**src/rtl/clk_sched_pkg.sv**
```systemverilog
// Shared constants, FSM encoding and the fixed-priority picker for the
// shared clock-divider scheduler.
package clk_sched_pkg;

    localparam int                    CS_DELAY_W       = 32;
    localparam logic [CS_DELAY_W-1:0] CS_DEFAULT_DELAY = 32'd49_999_999;
    localparam int                    CS_MAX_REQ       = 8;

    typedef enum logic [1:0] {
        ST_IDLE    = 2'd0,
        ST_OWNED   = 2'd1,
        ST_HANDOFF = 2'd2
    } sched_state_e;

    // Isolates the lowest set bit: index 0 has the highest priority.
    function automatic logic [CS_MAX_REQ-1:0] pick_lowest(input logic [CS_MAX_REQ-1:0] v);
        return v & (~v + CS_MAX_REQ'(1));
    endfunction

endpackage

```
**src/rtl/rate_divider.sv**
```systemverilog
// Half-period counter with a >= compare; the delay for the next half-period
// is loaded from next_delay only on a boundary cycle.
module rate_divider
    import clk_sched_pkg::*;
#(
    parameter int                 DELAY_W       = CS_DELAY_W,
    parameter logic [DELAY_W-1:0] DEFAULT_DELAY = CS_DEFAULT_DELAY
) (
    input  logic               clk,
    input  logic               reset,
    input  logic [DELAY_W-1:0] next_delay,
    output logic               boundary,
    output logic               clk_signal,
    output logic               tick,
    output logic [DELAY_W-1:0] active_delay
);

    logic [DELAY_W-1:0] counter_q, counter_d;
    logic [DELAY_W-1:0] active_delay_q, active_delay_d;
    logic               clk_signal_q, clk_signal_d;
    logic               tick_q, tick_d;

    // >= rather than == so a counter already past the delay ends the half-period at once.
    always_comb begin
        boundary       = (counter_q >= active_delay_q);
        counter_d      = counter_q + DELAY_W'(1);
        clk_signal_d   = clk_signal_q;
        tick_d         = 1'b0;
        active_delay_d = active_delay_q;
        if (boundary) begin
            counter_d      = '0;
            clk_signal_d   = ~clk_signal_q;
            tick_d         = 1'b1;
            active_delay_d = next_delay;
        end
    end

    always_ff @(posedge clk or posedge reset) begin
        if (reset) begin
            counter_q      <= '0;
            active_delay_q <= DEFAULT_DELAY;
            clk_signal_q   <= 1'b0;
            tick_q         <= 1'b0;
        end else begin
            counter_q      <= counter_d;
            active_delay_q <= active_delay_d;
            clk_signal_q   <= clk_signal_d;
            tick_q         <= tick_d;
        end
    end

    assign clk_signal   = clk_signal_q;
    assign tick         = tick_q;
    assign active_delay = active_delay_q;

endmodule

```
**src/rtl/clk_rate_scheduler.sv**
```systemverilog
// Shares one programmable divider between NUM_REQ requesters; ownership and
// rate only change on half-period boundaries so clk_signal never runts.
module clk_rate_scheduler
    import clk_sched_pkg::*;
#(
    parameter int                 NUM_REQ       = 4,
    parameter int                 DELAY_W       = CS_DELAY_W,
    parameter logic [DELAY_W-1:0] DEFAULT_DELAY = CS_DEFAULT_DELAY
) (
    input  logic                       clk,
    input  logic                       reset,
    input  logic [NUM_REQ-1:0]         req,
    input  logic [NUM_REQ*DELAY_W-1:0] req_delay,
    output logic [NUM_REQ-1:0]         grant,
    output logic                       clk_signal,
    output logic                       tick,
    output logic [DELAY_W-1:0]         active_delay,
    output logic [1:0]                 state_dbg
);

    sched_state_e         state_q, state_d;
    logic [NUM_REQ-1:0]   grant_q, grant_d;
    logic [NUM_REQ-1:0]   pick;
    logic [CS_MAX_REQ-1:0] cand_ext;
    logic [DELAY_W-1:0]   next_delay;
    logic                 boundary;
    logic                 owner_req;

    function automatic logic [DELAY_W-1:0] slice_for(
        input logic [NUM_REQ-1:0]         sel,
        input logic [NUM_REQ*DELAY_W-1:0] dl
    );
        logic [DELAY_W-1:0] d;
        d = '0;
        for (int i = 0; i < NUM_REQ; i++) begin
            if (sel[i]) d = dl[i*DELAY_W +: DELAY_W];
        end
        return d;
    endfunction

    // Candidates exclude the current owner, so in IDLE this is simply all requesters.
    always_comb begin
        cand_ext              = '0;
        cand_ext[NUM_REQ-1:0] = req & ~grant_q;
        pick                  = NUM_REQ'(pick_lowest(cand_ext));
        owner_req             = |(req & grant_q);
    end

    always_comb begin
        state_d    = state_q;
        grant_d    = grant_q;
        next_delay = DEFAULT_DELAY;
        if (boundary) begin
            if (owner_req) begin
                state_d    = ST_OWNED;
                next_delay = slice_for(grant_q, req_delay);
            end else if (|pick) begin
                state_d    = ST_OWNED;
                grant_d    = pick;
                next_delay = slice_for(pick, req_delay);
            end else begin
                state_d = ST_IDLE;
                grant_d = '0;
            end
        end else begin
            case (state_q)
                ST_OWNED:   if (!owner_req) state_d = ST_HANDOFF;
                ST_HANDOFF: if (owner_req)  state_d = ST_OWNED;
                default:    state_d = state_q;
            endcase
        end
    end

    always_ff @(posedge clk or posedge reset) begin
        if (reset) begin
            state_q <= ST_IDLE;
            grant_q <= '0;
        end else begin
            state_q <= state_d;
            grant_q <= grant_d;
        end
    end

    rate_divider #(
        .DELAY_W      (DELAY_W),
        .DEFAULT_DELAY(DEFAULT_DELAY)
    ) u_div (
        .clk         (clk),
        .reset       (reset),
        .next_delay  (next_delay),
        .boundary    (boundary),
        .clk_signal  (clk_signal),
        .tick        (tick),
        .active_delay(active_delay)
    );

    assign grant     = grant_q;
    assign state_dbg = state_q;

endmodule
```
**config.mk**
```make
export PLATFORM = sky130hd
export DESIGN_NAME = clk_rate_scheduler
export DESIGN_NICKNAME = d
export VERILOG_FILES = /design/src/rtl/clk_sched_pkg.sv /design/src/rtl/rate_divider.sv /design/src/rtl/clk_rate_scheduler.sv
export SDC_FILE = /design/constraint.sdc
export NUM_CORES = 1
export LEC_CHECK = 0
export CAP_MARGIN = 20
export CORE_AREA = 10 10 172 110
export DETAILED_ROUTE_END_ITERATION = 12
export DIE_AREA = 0 0 182 120
export PLACE_DENSITY = 0.64
export RECOVER_POWER = 25
export SYNTH_ARGS = -nofsm -noshare
export SYNTH_HDL_FRONTEND = slang
export SYNTH_SLANG_ARGS = --single-unit
export TNS_END_PERCENT = 50
```
**constraint.sdc**
```tcl
create_clock -name clk -period 6.7 [get_ports clk]
set_input_delay 1.34 -clock clk [delete_from_list [all_inputs] [get_ports clk]]
set_output_delay 1.34 -clock clk [all_outputs]
set_load 0.005 [all_outputs]
```
==> reports/metrics.csv, run 1 <==
stage,metric,value,unit
drt,viasPerCell,5.93,
power,irDropWorstVdd,0.108,mV
synthesis,yosysWarnings,0,
sta,whs,0.491,ns
drt,wl_per_cell,22.4,µm
drt,vias,6177,
layout,area_growth,39.7,%
global_routing,grt_max_degree,73,
synthesis,ys.flop_type,dfrtp_1,
sta,setup-tns-final,0,ns
place,place_area,0.00760,mm²
place,io_buffer_count,173,
synthesis,yosysMostFrequentCell,nor2_1,
clock_tree,holdBufCountCts,0,
sta,tightest_slew,0.973,ns
sta,period_share,0.619,
hold_path,hold_class,reg2reg,
worst_setup_path,crit_type,reg2reg,
layout,utilization,0.504,
clock_tree,ctsLongestPathBuffers,2,
worst_setup_path,critPathCaptureType,flop,
die,io_pins,174,
drt,drt_iter0_drc,560,
run,cap_violations,0,
clock_tree,cts_setup_buffers,0,
worst_setup_path,critPathArrivalTime,4.42,ns
sta,fin_ws,2.55,ns
die,rows,36,
synthesis,synth_commonest_cells,"nor2_1 (67), dfrtp_1 (54), nand2_1 (46)",
clock_tree,clk_pin_slew,0.06,ns
power,power,1.22,mW
sta,final_hold_viol_count,0,
die,start_util,0.361,
drt,wl,23.4,mm
status,status,finished clean,
clock_tree,cts.repair.resized,0,
worst_setup_path,critical_path.max_fanout,41,
sta,grt_setup_unrepaired,false,
sta,setup_violations,0,
worst_setup_path,critPathLaunchType,flop,
global_routing,track_usage,0.206,
place,dpl.hpwl,17.6,mm
die,die_h,120,µm
worst_setup_path,worstPathRequired,6.97,ns
clock_tree,h-tree-depth,3,
die,die_x,182,µm
place,routabilityCongestion,0.905,
global_routing,grt_pass1_wl,36.4,mm
die,dieArea,0.0218,mm²
synthesis,synth_nets,847,
place,dp_cells,1026,
die,core,0.0158,mm²
synthesis,synth-async-reset-ratio,1.00,
sta,post-route-min-period,4.15,ns
layout,stdcell_count,1042,
sta,clock_skew,0.00779,ns
layout,drive_above_1_share,0.103,
synthesis,ys_seq_area_frac,0.320,
synthesis,synth.avg_cell_area,8.39,µm²
place,pre_cts_slack,2.48,ns
drt,final_antenna_net_count,0,
drt,drc_errors,0,
clock_tree,cts_buffers,9,
global_routing,antenna_found_initial,0,
clock_tree,tritoncts,done,
sta,slew_headroom,0.349,
sta,drv_slew,0,
global_routing,grt_pass1_vias,6069,
layout,nets,995,
synthesis,ys_types,45,
sta,timing.fmax,241,MHz
synthesis,synth.area.top_cells,"dfrtp_1 (24%), dfstp_2 (8.3%), ha_1 (7.2%), a221oi_1 (6.1%), nor2_1 (4.4%)",
layout,design_area,0.00797,mm²
synthesis,synth_area,0.00570,mm²
synthesis,yosys_register_bits,72,
synthesis,synth_top_area_share,0.237,
layout,num_antenna_cells,0,
synthesis,syn_inst,680,
drt,drt-pass1-iter-count,5,
synthesis,synth_edf_count,0,
global_routing,grt-ovfl-total,0,
clock_tree,cts-root-buf,clkbuf_16,
power,power_per_cell_area,154,mW/mm²
synthesis,yosys.area.top_type,dfrtp_1,
clock_tree,clkLatencyLatePin,0.34,ns
clock_tree,cts_sinks,72,
power,p_leak,3.16,nW
==> layout by cell type (no fill, tap or decap), types with 9 or more instances in the layout <==
cell type / instances
a211oi_1: 11
a21oi_1: 36
a221o_1: 11
a221oi_1: 40
a22oi_1: 22
a31oi_1: 11
buf_4: 11
clkbuf_16: 9
clkdlybuf4s50_1: 172
dfrtp_1: 54
dfstp_2: 18
ha_1: 33
inv_1: 39
mux2_2: 21
nand2_1: 46
nand3_1: 16
nand4_1: 10
nor2_1: 66
nor2b_1: 11
nor3_1: 37
nor3_2: 10
o21ai_0: 32
o21bai_1: 11
o22ai_1: 14
xnor2_1: 16
xor2_1: 15
==> sequential cells by signal (all words and copies together) (netlist names) <==
name / flops
u_div.tick: 1
state_dbg: 2
grant: 4
u_div.clk_signal: 1
u_div.counter_q: 32
u_div.active_delay: 32
==> cell families after synthesis <==
kind of cell | Yosys count | synth area share
buf+inv | 90 | 0.0674
flops | 72 | 0.320
simple gates | 222 | 0.191
xor+xnor | 31 | 0.0476
fa+ha+maj | 34 | 0.0742
compound gates | 210 | 0.259
mux | 21 | 0.0415
==> path summary, 6_finish.rpt <==
kind,slack [ns],depth (start not counted),end,start
worst min-delay path,0.49,1,u_div.clk_signal$_DFFE_PP0N_,u_div.clk_signal$_DFFE_PP0N_
worst min register to register,0.49,1,u_div.clk_signal$_DFFE_PP0N_,u_div.clk_signal$_DFFE_PP0N_
worst max-delay path,2.55,10,u_div.active_delay[25]$_DFFE_PP1N_,u_div.active_delay[25]$_DFFE_PP1N_
max in group asynchronous,4.34,3,u_div.counter_q[3]$_DFF_PP0_,reset
worst max register to register,2.55,10,u_div.active_delay[25]$_DFFE_PP1N_,u_div.active_delay[25]$_DFFE_PP1N_
min in group asynchronous,1.72,3,u_div.counter_q[30]$_DFF_PP0_,reset
==> where the power goes <==
part           internal [mW]  leakage [nW]  total (mW)  switching [mW]
clock network          0.410         0.182       0.598           0.188
registers              0.435         0.847       0.435               0
logic                  0.102          2.13       0.190          0.0881
==> layer usage <==
| metal | track usage | vias to the layer above | share of wire |
|---|---|---|---|
| li1 | - | 2826 | - |
| met4 | 0.0354 | 0 | 0.010 |
| met5 | 0 | - | 0 |
| met1 | 0.288 | 3013 | 0.46 |
| met2 | 0.310 | 316 | 0.43 |
| met3 | 0.0600 | 22 | 0.095 |
==> cell type report <==
type	count	area (µm²)
fillers	1475	7840
multi-input cells	518	3500
repair buffers	186	1850
flip-flops and latches	72	1820
well taps	209	262
clock buffers	10	239
inverters	41	154
clock inverters	6	130
==> worst max-delay path, cell delays in order (launching register included) <==
cell and delay [ns]:
dfstp_2 0.54, inv_1 0.04, ha_1 0.29, nand4_1 0.14, nor4_1 0.49, nand2_1 0.14, a31oi_2 0.79, nor2_2 0.15
inv_2 0.67, buf_4 0.43, mux2_2 0.37
Note: power is estimated with default switching activity, not from simulation.
==> run 2, diff against run 1 <==
==> constraint.sdc (replaced) <==
create_clock -name clk -period 4.3 [get_ports clk]
set_input_delay 0.86 -clock clk [delete_from_list [all_inputs] [get_ports clk]]
set_output_delay 0.86 -clock clk [all_outputs]
set_load 0.005 [all_outputs]
==> run 2 against run 1 <==
Against the previous run: the run now ends with capacitance limit, slew limit left; wire length decreased by 0.68%; critical path depth rose by 1; combinational power grew 53%; fmax grew 23%; non-clock buffer count up 7; core utilization rose by 0.055 points; register-to-register slack worse by 1.6 ns; cell count rose by 0.67%; sequential power rose by 56%; power increased by 51%; clock power increased by 46%; highest routed layer is now met5.
==> reports/metrics.csv, run 2 (synthesis results as in run 1) <==
stage,metric,value,unit,change
status,status,finished with violations,,
status,violations,"capacitance limit, slew limit",,
clock_tree,cts-root-buf,clkbuf_16,,
worst_setup_path,reg2reg_from,u_div.active_delay[13]$_DFFE_PP1N_,,
clock_tree,tritoncts,done,,
sta,post-route-min-period,3.38,ns,-0.765 ns
worst_setup_path,critPathLaunchType,flop,,
hold_path,hold_class,reg2reg,,
clock_tree,cts_buffers,9,,unchanged
worst_setup_path,crit_type,reg2reg,,
clock_tree,clk_pin_slew,0.06,ns,about the same
place,dp_cells,1031,,+0.49%
clock_tree,ctsLongestPathBuffers,2,,unchanged
drt,wl_per_cell,22.1,µm,-1.3%
layout,final_common_cell,clkdlybuf4s50_1,,
global_routing,grt_pass1_wl,36.2,mm,-0.42%
clock_tree,h-tree-depth,3,,unchanged
die,rows,36,,unchanged
place,pre_cts_slack,0.675,ns,-1.80 ns
power,irDropWorstVdd,0.151,mV,+40%
sta,drv_slew,33,,+33
clock_tree,holdBufCountCts,0,,unchanged
sta,tightest_slew,1.87,ns,+0.892 ns
sta,clock_skew,0.0107,ns,+0.00287 ns
sta,timing.fmax,296,MHz,+23%
clock_tree,clkLatencyLatePin,0.35,ns,about the same
global_routing,grt_max_degree,56,,-23%
power,power,1.84,mW,+51%
drt,vias,6185,,+0.13%
worst_setup_path,critPathArrivalTime,3.61,ns,-0.81 ns
global_routing,track_usage,0.205,,-0.00127
layout,drive_above_1_share,0.108,,+0.00509
global_routing,grt_pass1_vias,6264,,+3.2%
die,die_h,120,µm,unchanged
sta,final_hold_viol_count,0,,unchanged
sta,setup_violations,0,,unchanged
drt,drt-pass1-iter-count,5,,unchanged
global_routing,antenna_found_initial,1,,+1
drt,drt_iter0_drc,604,,+7.9%
layout,nets,1002,,+0.70%
die,dieArea,0.0218,mm²,unchanged
drt,final_antenna_net_count,0,,unchanged
worst_setup_path,worstPathRequired,4.53,ns,-2.44 ns
worst_setup_path,critPathLaunch,u_div.active_delay[13]$_DFFE_PP1N_,,
clock_tree,cts_sinks,72,,unchanged
sta,grt_setup_unrepaired,false,,
die,io_pins,174,,unchanged
die,core,0.0158,mm²,unchanged
clock_tree,cts_setup_buffers,0,,unchanged
global_routing,grt-ovfl-total,0,,unchanged
die,die_x,182,µm,unchanged
run,cap_violations,1,,+1
place,dpl.hpwl,17.9,mm,+1.7%
worst_setup_path,critical_path.max_fanout,30,,-27%
sta,fin_ws,0.917,ns,-1.64 ns
sta,period_share,0.787,,+0.168
place,routabilityCongestion,0.860,,-5.0%
sta,slew_headroom,-0.244,,-0.593
clock_tree,cts.repair.resized,0,,unchanged
layout,num_antenna_cells,0,,unchanged
place,io_buffer_count,173,,unchanged
worst_setup_path,timing.rr.end,u_div.counter_q[9]$_DFF_PP0_,,
worst_setup_path,r2r_cells,11,,+1
die,start_util,0.361,,unchanged
drt,wl,23.2,mm,-0.68%
worst_setup_path,critPathCaptureType,flop,,
layout,final_cell_mix,"clkdlybuf4s50_1 (172), nor2_1 (66), dfrtp_1 (54), nand2_1 (46)",,
layout,stdcell_count,1049,,+0.67%
worst_setup_path,worstSetupEndpoint,u_div.counter_q[9]$_DFF_PP0_,,
sta,setup-tns-final,0,ns,unchanged
layout,area_growth,39.8,%,
power,p_leak,3.17,nW,+0.35%
drt,viasPerCell,5.90,,-0.54%
power,power_per_cell_area,231,mW/mm²,+50%
drt,drc_errors,0,,unchanged
layout,utilization,0.504,,+0.000554
worst_setup_path,rrSetupSlack,0.92,ns,-1.64 ns
==> run 2: changes by cell type in the layout (fill, tap and decap cells not counted), sizes merged <==
cell and delta:
clkbuf +1, clkinvlp +1, inv +1, buf +5, bufinv -1
==> run 2: how the worst min path moves through the flow <==
stage                                 start                            to  slack, ns  cells after the start
2_1_floorplan  u_div.counter_q[0]$_DFF_PP0_  u_div.counter_q[0]$_DFF_PP0_       0.45                      1
3_3_place_gp   u_div.clk_signal$_DFFE_PP0N_  u_div.clk_signal$_DFFE_PP0N_       0.47                      1
3_5_place_dp   u_div.counter_q[0]$_DFF_PP0_  u_div.counter_q[0]$_DFF_PP0_       0.49                      1
4_1_cts        u_div.counter_q[0]$_DFF_PP0_  u_div.counter_q[0]$_DFF_PP0_       0.49                      1
5_1_grt        u_div.clk_signal$_DFFE_PP0N_  u_div.clk_signal$_DFFE_PP0N_       0.53                      1
6_report       u_div.counter_q[0]$_DFF_PP0_  u_div.counter_q[0]$_DFF_PP0_       0.49                      1
==> run 2: per-stage QoR <==
step	cell area [µm²]	hold WS [ns]
detailed placement	7630	0.486
finish	7980	0.490
global placement	7600	0.471
global route	7980	0.532
CTS	7970	0.494
floorplan	5700	0.454
==> run 2: where the power goes <==
| group | switching (mW) | internal (mW) |
|---|---|---|
| clock network | 0.306 | 0.567 |
| registers | 0 | 0.678 |
| logic | 0.131 | 0.160 |
==> run 2: layout make-up <==
type                       count  area, µm²
tap                          209        262
timing repair buffer         193       1890
clock buffer                   9        225
sequential                    72       1820
fill                        1466       7840
inverter                      41        154
multi-input combinational    518       3500
clock inverter                 7        120
==> run 2: metal layers <==
metal,track usage,up-vias,wire (µm)
li1,-,2834,-
met1,0.276,2999,10600
met2,0.311,327,9900
met3,0.0747,23,2370
met4,0.0339,2,285
met5,0,-,10
==> run 2: worst max-delay path, cell delays in order, from the launching register on <==
cell,delay (ns)
dfstp_2,0.61
inv_1,0.06
ha_1,0.29
nand4_1,0.20
nor4_1,0.41
o211ai_1,0.21
a31oi_2,0.17
buf_4,0.25
nor2_2,0.10
inv_2,0.52
buf_4,0.35
nor2_1,0.08
==> run 3, diff against run 2 <==
--- a/config.mk
+++ b/config.mk
@@ -9,7 +9,7 @@
 export CORE_AREA = 10 10 172 110
 export DETAILED_ROUTE_END_ITERATION = 12
 export DIE_AREA = 0 0 182 120
-export PLACE_DENSITY = 0.64
+export PLACE_DENSITY = 0.66
 export RECOVER_POWER = 25
 export SYNTH_ARGS = -nofsm -noshare
 export SYNTH_HDL_FRONTEND = slang
==> constraint.sdc (replaced) <==
create_clock -name clk -period 2.8 [get_ports clk]
set_input_delay 0.56 -clock clk [delete_from_list [all_inputs] [get_ports clk]]
set_output_delay 0.56 -clock clk [all_outputs]
set_load 0.005 [all_outputs]
==> run 3 against run 2 <==
Against the previous run: the flow still finishes with violations (capacitance limit, slew limit); critical path depth decreased by 1; clock-buffer cell count increased by 2; critical path type unchanged; critical endpoint is now u_div.active_delay[23]$_DFFE_PP1N_; wire length decreased by 0.31%; largest power group unchanged; largest cell class unchanged.
==> reports/metrics.csv, run 3 (synthesis results as in run 1) <==
stage,metric,value,unit,change
status,status,finished with violations,,
status,violations,"capacitance limit, slew limit",,
die,die_h,120,µm,unchanged
clock_tree,cts-root-buf,clkbuf_16,,
worst_setup_path,critical_path.max_fanout,15,,-50%
worst_setup_path,worstPathCellList,"inv_1, ha_1, nand4_1, nor4_1, o211ai_1, a31oi_2, nor2_2, inv_2, buf_12, mux2_2",,
sta,final_hold_viol_count,0,,unchanged
global_routing,grt-ovfl-total,0,,unchanged
layout,nets,1027,,+2.5%
clock_tree,clkLatencyLatePin,0.34,ns,about the same
clock_tree,cts_buffers,9,,unchanged
worst_setup_path,critPathLaunchType,flop,,
worst_setup_path,crit_type,reg2reg,,
place,routabilityCongestion,0.942,,+9.5%
sta,drv_slew,73,,+120%
layout,final_cell_mix,"clkdlybuf4s50_1 (173), nor2_1 (66), dfrtp_1 (54), nand2_1 (46), buf_4 (41)",,
sta,setup-tns-final,0,ns,unchanged
drt,wl_per_cell,21.5,µm,-2.6%
sta,period_share,0.929,,+0.142
die,die_x,182,µm,unchanged
place,dpl.hpwl,17.9,mm,about the same
layout,utilization,0.519,,+0.0145
sta,timing.fmax,384,MHz,+30%
clock_tree,holdBufCountCts,0,,unchanged
sta,grt_setup_unrepaired,false,,
layout,stdcell_count,1074,,+2.4%
clock_tree,clk_pin_slew,0.06,ns,about the same
global_routing,grt_pass1_vias,6112,,-2.4%
sta,whs,0.473,ns,-0.0178 ns
clock_tree,ctsLongestPathBuffers,2,,unchanged
worst_setup_path,critPathArrivalTime,2.87,ns,-0.74 ns
power,power_per_cell_area,352,mW/mm²,+52%
global_routing,grt_pass1_wl,35.7,mm,-1.3%
sta,clock_skew,0.00842,ns,-0.00225 ns
place,io_buffer_count,173,,unchanged
layout,num_antenna_cells,0,,unchanged
global_routing,antenna_found_initial,0,,-1
clock_tree,h-tree-depth,3,,unchanged
die,rows,36,,unchanged
place,dp_cells,1058,,+2.6%
die,io_pins,174,,unchanged
drt,wl,23.1,mm,-0.31%
clock_tree,cts_sinks,72,,unchanged
worst_setup_path,critPathSlowestCell,dfstp_2,,
drt,drt-pass1-iter-count,5,,unchanged
worst_setup_path,worstPathRequired,3.07,ns,-1.46 ns
hold_path,hold_class,reg2reg,,
layout,drive_above_1_share,0.136,,+0.0281
drt,vias,6268,,+1.3%
layout,area_growth,43.9,%,
sta,setup_violations,0,,unchanged
drt,drc_errors,0,,unchanged
clock_tree,tritoncts,done,,
sta,slew_headroom,-0.283,,-0.0399
drt,viasPerCell,5.84,,-1.0%
drt,final_antenna_net_count,0,,unchanged
drt,drt_iter0_drc,691,,+14%
power,p_leak,3.31,nW,+4.4%
die,core,0.0158,mm²,unchanged
worst_setup_path,critPathCaptureType,flop,,
clock_tree,cts.repair.resized,0,,unchanged
sta,post-route-min-period,2.60,ns,-0.781 ns
global_routing,track_usage,0.204,,-0.000816
power,power,2.89,mW,+57%
die,start_util,0.361,,unchanged
worst_setup_path,crit_path_max_incr_delay,0.56,ns,-0.05 ns
run,cap_violations,1,,unchanged
clock_tree,cts_setup_buffers,0,,unchanged
global_routing,grt_max_degree,73,,+30%
die,dieArea,0.0218,mm²,unchanged
layout,final_common_cell,clkdlybuf4s50_1,,
power,irDropWorstVdd,0.272,mV,+81%
sta,tightest_slew,1.93,ns,+0.0598 ns
## run 3: cell types whose count changed in the layout (fill, tap and decap cells not counted)
cell	change
clkbuf_1	-2
dlygate4sd3_1	-1
buf_12	+3
clkbuf_2	+1
buf_4	+25
buf_6	-1
clkinv_1	+1
clkbuf_8	+2
clkdlybuf4s50_1	+1
buf_8	-1
clkinv_4	-2
inv_1	-1
## run 3: worst paths after layout
path	startpoint	endpoint	slack, ns	cells past startpoint
worst max register to register	u_div.active_delay[15]$_DFFE_PP1N_	u_div.active_delay[23]$_DFFE_PP1N_	0.20	10
worst min register to register	u_div.clk_signal$_DFFE_PP0N_	u_div.clk_signal$_DFFE_PP0N_	0.47	1
max in group asynchronous	reset	u_div.counter_q[10]$_DFF_PP0_	0.45	3
worst max-delay path	u_div.active_delay[15]$_DFFE_PP1N_	u_div.active_delay[23]$_DFFE_PP1N_	0.20	10
min in group asynchronous	reset	u_div.counter_q[29]$_DFF_PP0_	1.19	3
worst min-delay path	u_div.clk_signal$_DFFE_PP0N_	u_div.clk_signal$_DFFE_PP0N_	0.47	1
## run 3: worst max-delay path, delay by kind of cell (launching register included)
family,cells,cell delay [ns]
multiplexers,1,0.35
adder cells (fa/ha/maj),1,0.29
flip-flops,1,0.56
AND/OR/NAND/NOR,3,0.53
buffers and inverters,3,0.35
AO/OA/AOI/OAI,2,0.45
## run 3: where the power goes
group / internal, mW / switching, mW / leakage (nW) / total (mW)
sequential: 1.04 / 0 / 0.847 / 1.04
combinational: 0.254 / 0.202 / 2.29 / 0.456
clock: 0.918 / 0.470 / 0.172 / 1.39
total: 2.21 / 0.672 / 3.31 / 2.89
## run 3: layout make-up
class                      count  area [µm²]
fill                        1479        7610
multi-input combinational    518        3500
timing repair buffer         218        2100
sequential                    72        1820
tap                          209         262
clock buffer                  11         253
inverter                      41         154
clock inverter                 5         103
## run 3: through the flow
stage,area [µm²],setup slack (ns)
4_1_cts,8220,0.182
2_1_floorplan,5700,0.370
3_5_place_dp,7860,0.0129
5_1_grt,8200,0.0128
3_3_place_gp,7860,-0.0366
6_report,8200,0.198
## run 3: metal layers
layer	part of all wire	global-route usage	routed length [µm]	up-vias
li1	-	-	-	2892
met1	0.48	0.294	11100	3007
met2	0.40	0.278	9370	338
met3	0.10	0.0774	2330	31
met4	0.016	0.0446	379	0
met5	0	0	0	-
